<file path="config.mk">
export PLATFORM = sky130hd
export DESIGN_NAME = csa_resolver
export DESIGN_NICKNAME = d
export VERILOG_FILES = /design/src/rtl/csa_pkg.sv /design/src/rtl/csa_chunk_adder.sv /design/src/rtl/csa_resolver.sv
export SDC_FILE = /design/constraint.sdc
export NUM_CORES = 1
export LEC_CHECK = 0
export ABC_CLOCK_PERIOD_IN_PS = 3200
export BUFFER_PORTS_ARGS = -buffer_cell sky130_fd_sc_hd__buf_4
export CAP_MARGIN = 25
export CORE_ASPECT_RATIO = 0.75
export CORE_UTILIZATION = 54
export DETAILED_ROUTE_END_ITERATION = 10
export HOLD_SLACK_MARGIN = 0.15
export PLACE_DENSITY = 0.85
export RECOVER_POWER = 100
export SYNTH_ARGS = -nofsm -noshare
export SYNTH_HDL_FRONTEND = slang
export SYNTH_SLANG_ARGS = --single-unit
</file>
<file path="constraint.sdc">
create_clock -name CLK -period 3.2 [get_ports CLK]
set_clock_uncertainty 0.2 [all_clocks]
set_input_delay 0.64 -clock CLK [delete_from_list [all_inputs] [get_ports CLK]]
set_output_delay 0.64 -clock CLK [all_outputs]
set_load 0.02 [all_outputs]
</file>
<file path="src/rtl/csa_pkg.sv">
// Shared types and defaults for the carry-save resolver.
package csa_pkg;

    typedef enum logic [1:0] {
        IDLE,
        BUSY,
        DONE
    } csa_res_state_t;

    localparam int CSA_CHUNK_DEFAULT = 8;

endpackage

</file>
<file path="src/rtl/csa_chunk_adder.sv">
// One CHUNK_WIDTH-bit slice of the resolver's ripple addition.
module csa_chunk_adder
    import csa_pkg::*;
#(
    parameter int CHUNK_WIDTH = CSA_CHUNK_DEFAULT
) (
    input  logic [CHUNK_WIDTH-1:0] a,
    input  logic [CHUNK_WIDTH-1:0] b,
    input  logic                   cin,
    output logic [CHUNK_WIDTH-1:0] s,
    output logic                   cout
);

    assign {cout, s} = {1'b0, a} + {1'b0, b} + (CHUNK_WIDTH + 1)'(cin);

endmodule

</file>
<file path="src/rtl/csa_resolver.sv">
// Iterative carry-save to binary resolver, CHUNK_WIDTH bits per cycle.
// Optional early exit on a quiet upper carry vector: CSA_RESOLVER_EARLY_EXIT_EN.
module csa_resolver
    import csa_pkg::*;
#(
    parameter int BIT_WIDTH   = 32,
    parameter int CHUNK_WIDTH = CSA_CHUNK_DEFAULT
) (
    input  logic                 CLK,
    input  logic                 RST,
    input  logic                 in_valid,
    output logic                 in_ready,
    input  logic [BIT_WIDTH-1:0] sum_in,
    input  logic [BIT_WIDTH-1:0] carry_in,
    output logic                 out_valid,
    input  logic                 out_ready,
    output logic [BIT_WIDTH-1:0] result,
    output logic                 carry_out
);

    localparam int NUM_CHUNKS = BIT_WIDTH / CHUNK_WIDTH;
    localparam int IDX_W      = (NUM_CHUNKS > 1) ? $clog2(NUM_CHUNKS) : 1;
    localparam logic [IDX_W-1:0] LAST_IDX = IDX_W'(NUM_CHUNKS - 1);

    csa_res_state_t       state_q, state_d;
    logic [IDX_W-1:0]     idx_q, idx_d;
    logic                 cc_q, cc_d;
    logic [BIT_WIDTH-1:0] op_sum_q, op_sum_d;
    logic [BIT_WIDTH-1:0] op_carry_q, op_carry_d;
    logic [BIT_WIDTH-1:0] result_q, result_d;
    logic                 cout_q, cout_d;

    logic [CHUNK_WIDTH-1:0] chunk_a, chunk_b, chunk_s;
    logic                   chunk_c;

    assign chunk_a = op_sum_q[idx_q*CHUNK_WIDTH +: CHUNK_WIDTH];
    assign chunk_b = op_carry_q[idx_q*CHUNK_WIDTH +: CHUNK_WIDTH];

    csa_chunk_adder #(
        .CHUNK_WIDTH(CHUNK_WIDTH)
    ) u_chunk_adder (
        .a   (chunk_a),
        .b   (chunk_b),
        .cin (cc_q),
        .s   (chunk_s),
        .cout(chunk_c)
    );

`ifdef CSA_RESOLVER_EARLY_EXIT_EN
    // Bits above the chunk being written this cycle.
    int                   hi_shift;
    logic [BIT_WIDTH-1:0] hi_mask;
    logic                 upper_quiet;

    assign hi_shift    = (int'(idx_q) + 1) * CHUNK_WIDTH;
    assign hi_mask     = {BIT_WIDTH{1'b1}} << hi_shift;
    assign upper_quiet = ((op_carry_q & hi_mask) == '0);
`endif

    always_comb begin
        state_d    = state_q;
        idx_d      = idx_q;
        cc_d       = cc_q;
        op_sum_d   = op_sum_q;
        op_carry_d = op_carry_q;
        result_d   = result_q;
        cout_d     = cout_q;

        case (state_q)
            IDLE: begin
                if (in_valid) begin
                    op_sum_d   = sum_in;
                    op_carry_d = carry_in;
                    idx_d      = '0;
                    cc_d       = 1'b0;
                    result_d   = '0;
                    cout_d     = 1'b0;
                    state_d    = BUSY;
                end
            end
            BUSY: begin
                result_d[idx_q*CHUNK_WIDTH +: CHUNK_WIDTH] = chunk_s;
                cc_d  = chunk_c;
                idx_d = idx_q + 1'b1;
                if (idx_q == LAST_IDX) begin
                    cout_d  = chunk_c;
                    state_d = DONE;
                end
`ifdef CSA_RESOLVER_EARLY_EXIT_EN
                else if (!chunk_c && upper_quiet) begin
                    // No carry can enter the upper chunks, so they equal sum_in.
                    result_d = (result_d & ~hi_mask) | (op_sum_q & hi_mask);
                    cout_d   = 1'b0;
                    state_d  = DONE;
                end
`endif
            end
            DONE: begin
                if (out_ready) begin
                    state_d = IDLE;
                end
            end
            default: state_d = IDLE;
        endcase
    end

    always_ff @(posedge CLK) begin
        if (RST) begin
            state_q    <= IDLE;
            idx_q      <= '0;
            cc_q       <= 1'b0;
            op_sum_q   <= '0;
            op_carry_q <= '0;
            result_q   <= '0;
            cout_q     <= 1'b0;
        end else begin
            state_q    <= state_d;
            idx_q      <= idx_d;
            cc_q       <= cc_d;
            op_sum_q   <= op_sum_d;
            op_carry_q <= op_carry_d;
            result_q   <= result_d;
            cout_q     <= cout_d;
        end
    end

    assign in_ready  = (state_q == IDLE);
    assign out_valid = (state_q == DONE);
    assign result    = result_q;
    assign carry_out = cout_q;

endmodule
</file>
# [After elaboration in Yosys (flattened, before gate mapping)]
# Cells that the tools add are included.
[totals] reg_bits=102 word_cells=40
[classes] n_addsub=4 n_eq_ne=6 shifts=4 muxes=13 reduce_logical=6
[ops] op="one-hot mux 32 bit (2 select lines)" count=1
[ops] op="indexed part select 32 x 6 -> 8 bit" count=2
[ops] op="negation 5 -> 34 bit" count=1
[ops] op="variable shift 8 x 34 -> 32 bit, first input constant" count=1
[ops] op="indexed part select 8 x 34 -> 32 bit" count=1
[ops] op="bitwise mux 32 bit" count=1
[ops] op="2-to-1 mux 32 bit" count=1
[ops] op="adder 8 x 8 -> 9 bit" count=1
[ops] op="adder 9 x 1 -> 9 bit" count=1
[ops] op="2-to-1 mux 2 bit" count=4
[ops] op="one-hot mux 2 bit (3 select lines)" count=1
[ops] op="AND reduction 3 bit" count=2
[ops] op="== test 2 bit, second input constant" count=2
[ops] op="inequality test 2 bit, second input constant" count=2
[ops] op="one-hot mux 1 bit (2 select lines)" count=2
[ops] op="one-hot mux 2 bit (2 select lines)" count=1
[ops] op="AND reduction 2 bit" count=2
[ops] op="adder 2 x 1 -> 2 bit, second input constant" count=1
[ops] op="== test 2 x 1 -> 1 bit, second input constant" count=1
[ops] op="logical NOT 2 bit" count=1
[ops] op="2-to-1 mux 1 bit" count=2
[ops] op="inequality test 2 x 1 -> 1 bit, second input constant" count=1
[ops] op="nonzero test 2 bit" count=1

# [Depth between registers and ports, before layout]
[depth] word_depth=6 depth_mapped=9

# [Modules after synthesis]
# A second synthesis with hierarchy kept.
[unflattened] cells_unflattened=455 hier_area_um2=4322.9
[modules_own_cells] module="csa_resolver" n_inst=1 cells_per_inst=415 area_each_um2=3991.3 seq_area_each_um2=2042.0
[modules_own_cells] module="csa_chunk_adder" n_inst=1 cells_per_inst=40 area_each_um2=331.6 seq_area_each_um2=0.0

# [Worst setup path before layout]
# Ideal clock, no wire load.
[synth_path] path_type="reg2reg" startpoint="reg idx_q[0]" endpoint="reg result_q[14], in the netlist result[14]" setup_time_ns=0.117 arrival_ns=2.515 required_ns=2.883 path_slack_ns=0.368 stages_incl_launch_ff=10 path_buffers=1 path_cell_list="dfxtp_1 -> buf_6 -> mux4_1 -> fa_1 -> inv_1 -> fa_1 -> nor2b_1 -> o311ai_0 -> o211ai_1 -> a22o_1"
[synth_between] elab_chain_len=6 elab_cells_between_ends=9 classes_between="add/sub (3); shift (4); mux (2)"
[synth_rtl] element="start: declaration" line="csa_resolver.sv:26" text="logic [IDX_W-1:0] idx_q, idx_d;"
[synth_rtl] element="start signal: assignment" line="csa_resolver.sv:118" text="idx_q <= idx_d;"
[synth_rtl] element="indexed part select 32 x 6 -> 8 bit (on tied branches)" line="csa_resolver.sv:36, csa_resolver.sv:37"
[synth_rtl] element="adder 8 x 8 -> 9 bit" line="csa_chunk_adder.sv:14" text="assign {cout, s} = {1'b0, a} + {1'b0, b} + (CHUNK_WIDTH + 1)'(cin);"
[synth_rtl] element="adder 9 x 1 -> 9 bit" line="csa_chunk_adder.sv:14"
[synth_rtl] element="indexed part select 8 x 34 -> 32 bit" line="csa_resolver.sv:82" text="result_d[idx_q*CHUNK_WIDTH +: CHUNK_WIDTH] = chunk_s;"
[synth_rtl] element="bitwise mux 32 bit *" line="csa_resolver.sv:82"
[synth_rtl] element="one-hot mux 32 bit (2 select lines) *" line="csa_resolver.sv:69" text="case (state_q)"
[synth_rtl] element="end signal: assignment" line="csa_resolver.sv:122" text="result_q <= result_d;"
[synth_rtl] element="end: declaration" line="csa_resolver.sv:30" text="logic [BIT_WIDTH-1:0] result_q, result_d;"
# Every way passes the cells marked *; elsewhere a longest branch is shown, timed or not.
# A chain may end at the register's enable or synchronous reset.

# [Worst setup path after layout]
[layout_path] startpoint="reg idx_q[0]" endpoint="reg result_q[7], in the netlist result[7]"
# Same word-level chain as after synthesis.

==> results.json <==
{
  "timing.rr.end": "result[7]",
  "place.gp.congestion": 0.850,
  "dieArea_um2": 8700,
  "timing.rr.start": "idx_q[0]",
  "cts_tree": "done",
  "synthCells": 497,
  "fin_nets": 670,
  "grt_pass1_wl_um": 17600,
  "start_kind": "register",
  "synth_top_area_cell": "dfxtp_1",
  "grt_util_all_layers": 0.262,
  "ir_worst_vdd_v": 0.000216,
  "report.final.slew_viol_count": 0,
  "min_period_ps": 2960,
  "clk_latency_ps": 360,
  "portBuffers": 102,
  "max_freq_mhz": 338,
  "powerDensity_nw_per_um2": 475,
  "via_per_inst": 5.64,
  "cp-startpoint": "idx_q[0]",
  "fillers": 686,
  "antenna_left": 0,
  "clk_path_buf_depth": 2,
  "yosys.area_share.simple": 0.187,
  "crit_fanout": 7,
  "final_util": 0.665,
  "rsz0062_at_grt": "no",
  "yosys-top-cells-area": "dfxtp_1 45%, nand2_1 12%, a21oi_1 8.4%",
  "drive_gt1_frac": 0.176,
  "met2_wirelength_um": 5040,
  "antenna_found_initial": 0,
  "synth_compound_area_frac": 0.175,
  "reg2reg_slack_ps": 240,
  "routedWlPerCell_um": 15.6,
  "synth_xor_area_frac": 0.00585,
  "leakage_nw": 2.15,
  "grt_pass1_vias": 3634,
  "worst_slack_ps": 243,
  "dr.pass1.iters": 5,
  "vias": 3933,
  "worstPathArrival_ps": 3020,
  "ys_warn_count": 0,
  "worstPathRequired_ps": 3260,
  "drtIter0Drc": 281,
  "rows": 28,
  "synthesis.area_um2": 4490,
  "io_pins": 103,
  "synth_common_cells": "145 x nand2_1, 102 x dfxtp_1, 75 x a21oi_1",
  "clkTransAtPathRegs_ps": 90,
  "core_um2": 7990,
  "yosysTopAreaCellShare": 0.454,
  "cp-endpoint": "result[7]",
  "tns_ps": 0,
  "pre_cts_slack_ps": 263,
  "finalSetupViolations": 0,
  "worst_pin_slew_ps": 1080,
  "dr.max_layer_used": "met4",
  "grt_max_degree": 54,
  "min_from": "op_carry_q[26]",
  "synth_cell_type_count": 44,
  "clkSinkCount": 102,
  "outcome": "completed",
  "syn_avg_cell_area_um2": 9.04,
  "antenna_cells": 0,
  "yosysMostFrequentCell": "nand2_1",
  "holdWs_ps": 258,
  "relSlewSlack": 0.277,
  "numCtsBuffers": 9,
  "htree_levels": 3,
  "gr-total-overflow": 0,
  "hpwl_um": 8060,
  "wl_met1_um": 4850,
  "dieWidth_um": 107,
  "ys_seq_area_frac": 0.454,
  "postCtsSetupBuffers": 0,
  "clockRootBuffer": "clkbuf_8",
  "hp-class": "register to register",
  "start_util": 0.563,
  "period_share": 0.924,
  "syn_nets": 578,
  "synthArstFlopShare": 0,
  "total_power_mw": 2.52,
  "drc": 0,
  "synth_seq_cells": 102,
  "synth_mux_area_frac": 0.0952,
  "ys.flop_type": "dfxtp_1",
  "syn2layout_area_growth_pct": 18.2,
  "dieHeight_um": 81.0,
  "synth_adder_area_share": 0.0395,
  "hold_viol": 0,
  "critPathKind": "register to register",
  "synth_edf_count": 0,
  "totalWireLength_um": 10900,
  "r2r_cells": 7,
  "wl_met3_um": 824,
  "worstSetupEndpointType": "register",
  "maxCapViolCount": 0,
  "synth_top_family_by_area": "simple AND/OR/NAND/NOR gates"
}
## where the power goes
part | switching (mW) | internal [mW] | total (mW) | leakage (nW)
clock | 0.416 | 0.352 | 0.768 | 0.0842
combinational | 0.223 | 0.171 | 0.394 | 1.24
sequential | 0.0343 | 1.32 | 1.36 | 0.832
## timing repair
action | 4_1_cts | 5_1_grt
hold endpoints to repair | 0 | 0
hold buffers | 0 | 0
resized for setup | 0 | 1
endpoints found under the setup margin | 0 | 2
## cells by family (layout without fill, tap and decap cells)
kind of cell    count (synthesis)  count (layout)
mux                            20              20
compound gates                128             128
simple gates                  193             193
fa+ha+maj                      13              13
flops                         102             102
xor+xnor                        3               3
buf+inv                        38             133
## cells in the final DEF (no fill, tap or decap), types with 3 or more instances in the layout
| cell type | instances |
|---|---|
| a211oi_1 | 3 |
| a21o_1 | 3 |
| a21oi_1 | 75 |
| a22o_1 | 15 |
| a22oi_1 | 14 |
| and3b_1 | 3 |
| buf_4 | 73 |
| clkbuf_1 | 38 |
| clkbuf_8 | 9 |
| dfxtp_1 | 102 |
| ha_1 | 11 |
| inv_1 | 7 |
| mux2_2 | 4 |
| mux4_1 | 6 |
| mux4_2 | 10 |
| nand2_1 | 145 |
| nand2b_1 | 5 |
| nor2_1 | 25 |
| nor2b_1 | 4 |
| o21ai_0 | 3 |
| o31ai_1 | 3 |
## registers in the layout, indices dropped and copies added, names as in the netlist
register    flops
carry_out       1
cc_q            1
state_q         2
result         32
idx_q           2
op_carry_q     32
op_sum_q       32
## routing by layer
layer  track usage  up-vias
li1              -     1906
met1         0.355     1852
met2         0.430      160
met3        0.0490       15
met4        0.0781        0
met5             0        -
## area by class of cell
| cell class | count | area [um^2] | area share |
|---|---|---|---|
| clock inverter | 4 | 50.0 | 0.00943 |
| timing repair buffer | 111 | 692 | 0.130 |
| inverter | 8 | 30.0 | 0.00566 |
| sequential | 102 | 2040 | 0.385 |
| clock buffer | 10 | 128 | 0.0240 |
| multi-input combinational | 357 | 2240 | 0.421 |
| tap | 105 | 131 | 0.0247 |
## how the worst min path moves through the flow
stage,endpoint,cells past startpoint
after global placement,op_sum_q[23],2
after floorplan,op_carry_q[10],2
after detailed placement,op_sum_q[0],2
after CTS,op_carry_q[7],2
after global routing,op_carry_q[7],2
final,op_carry_q[26],2
## stage by stage
| step | instance area (um^2) | std cells |
|---|---|---|
| floorplan | 4490 | 497 |
| global placement | 5300 | 683 |
| detailed placement | 5300 | 683 |
| CTS | 5470 | 697 |
| global route | 5310 | 697 |
| finish | 5310 | 697 |
## worst max-delay path, stage by stage (launching register included)
cell and delay [ps]:
dfxtp_1 400, clkbuf_2 290, mux4_1 640, ha_1 330, a211oi_1 250, o21ai_1 180, and4_4 250, o41ai_1 310
(Power assumes the default switching activity.)
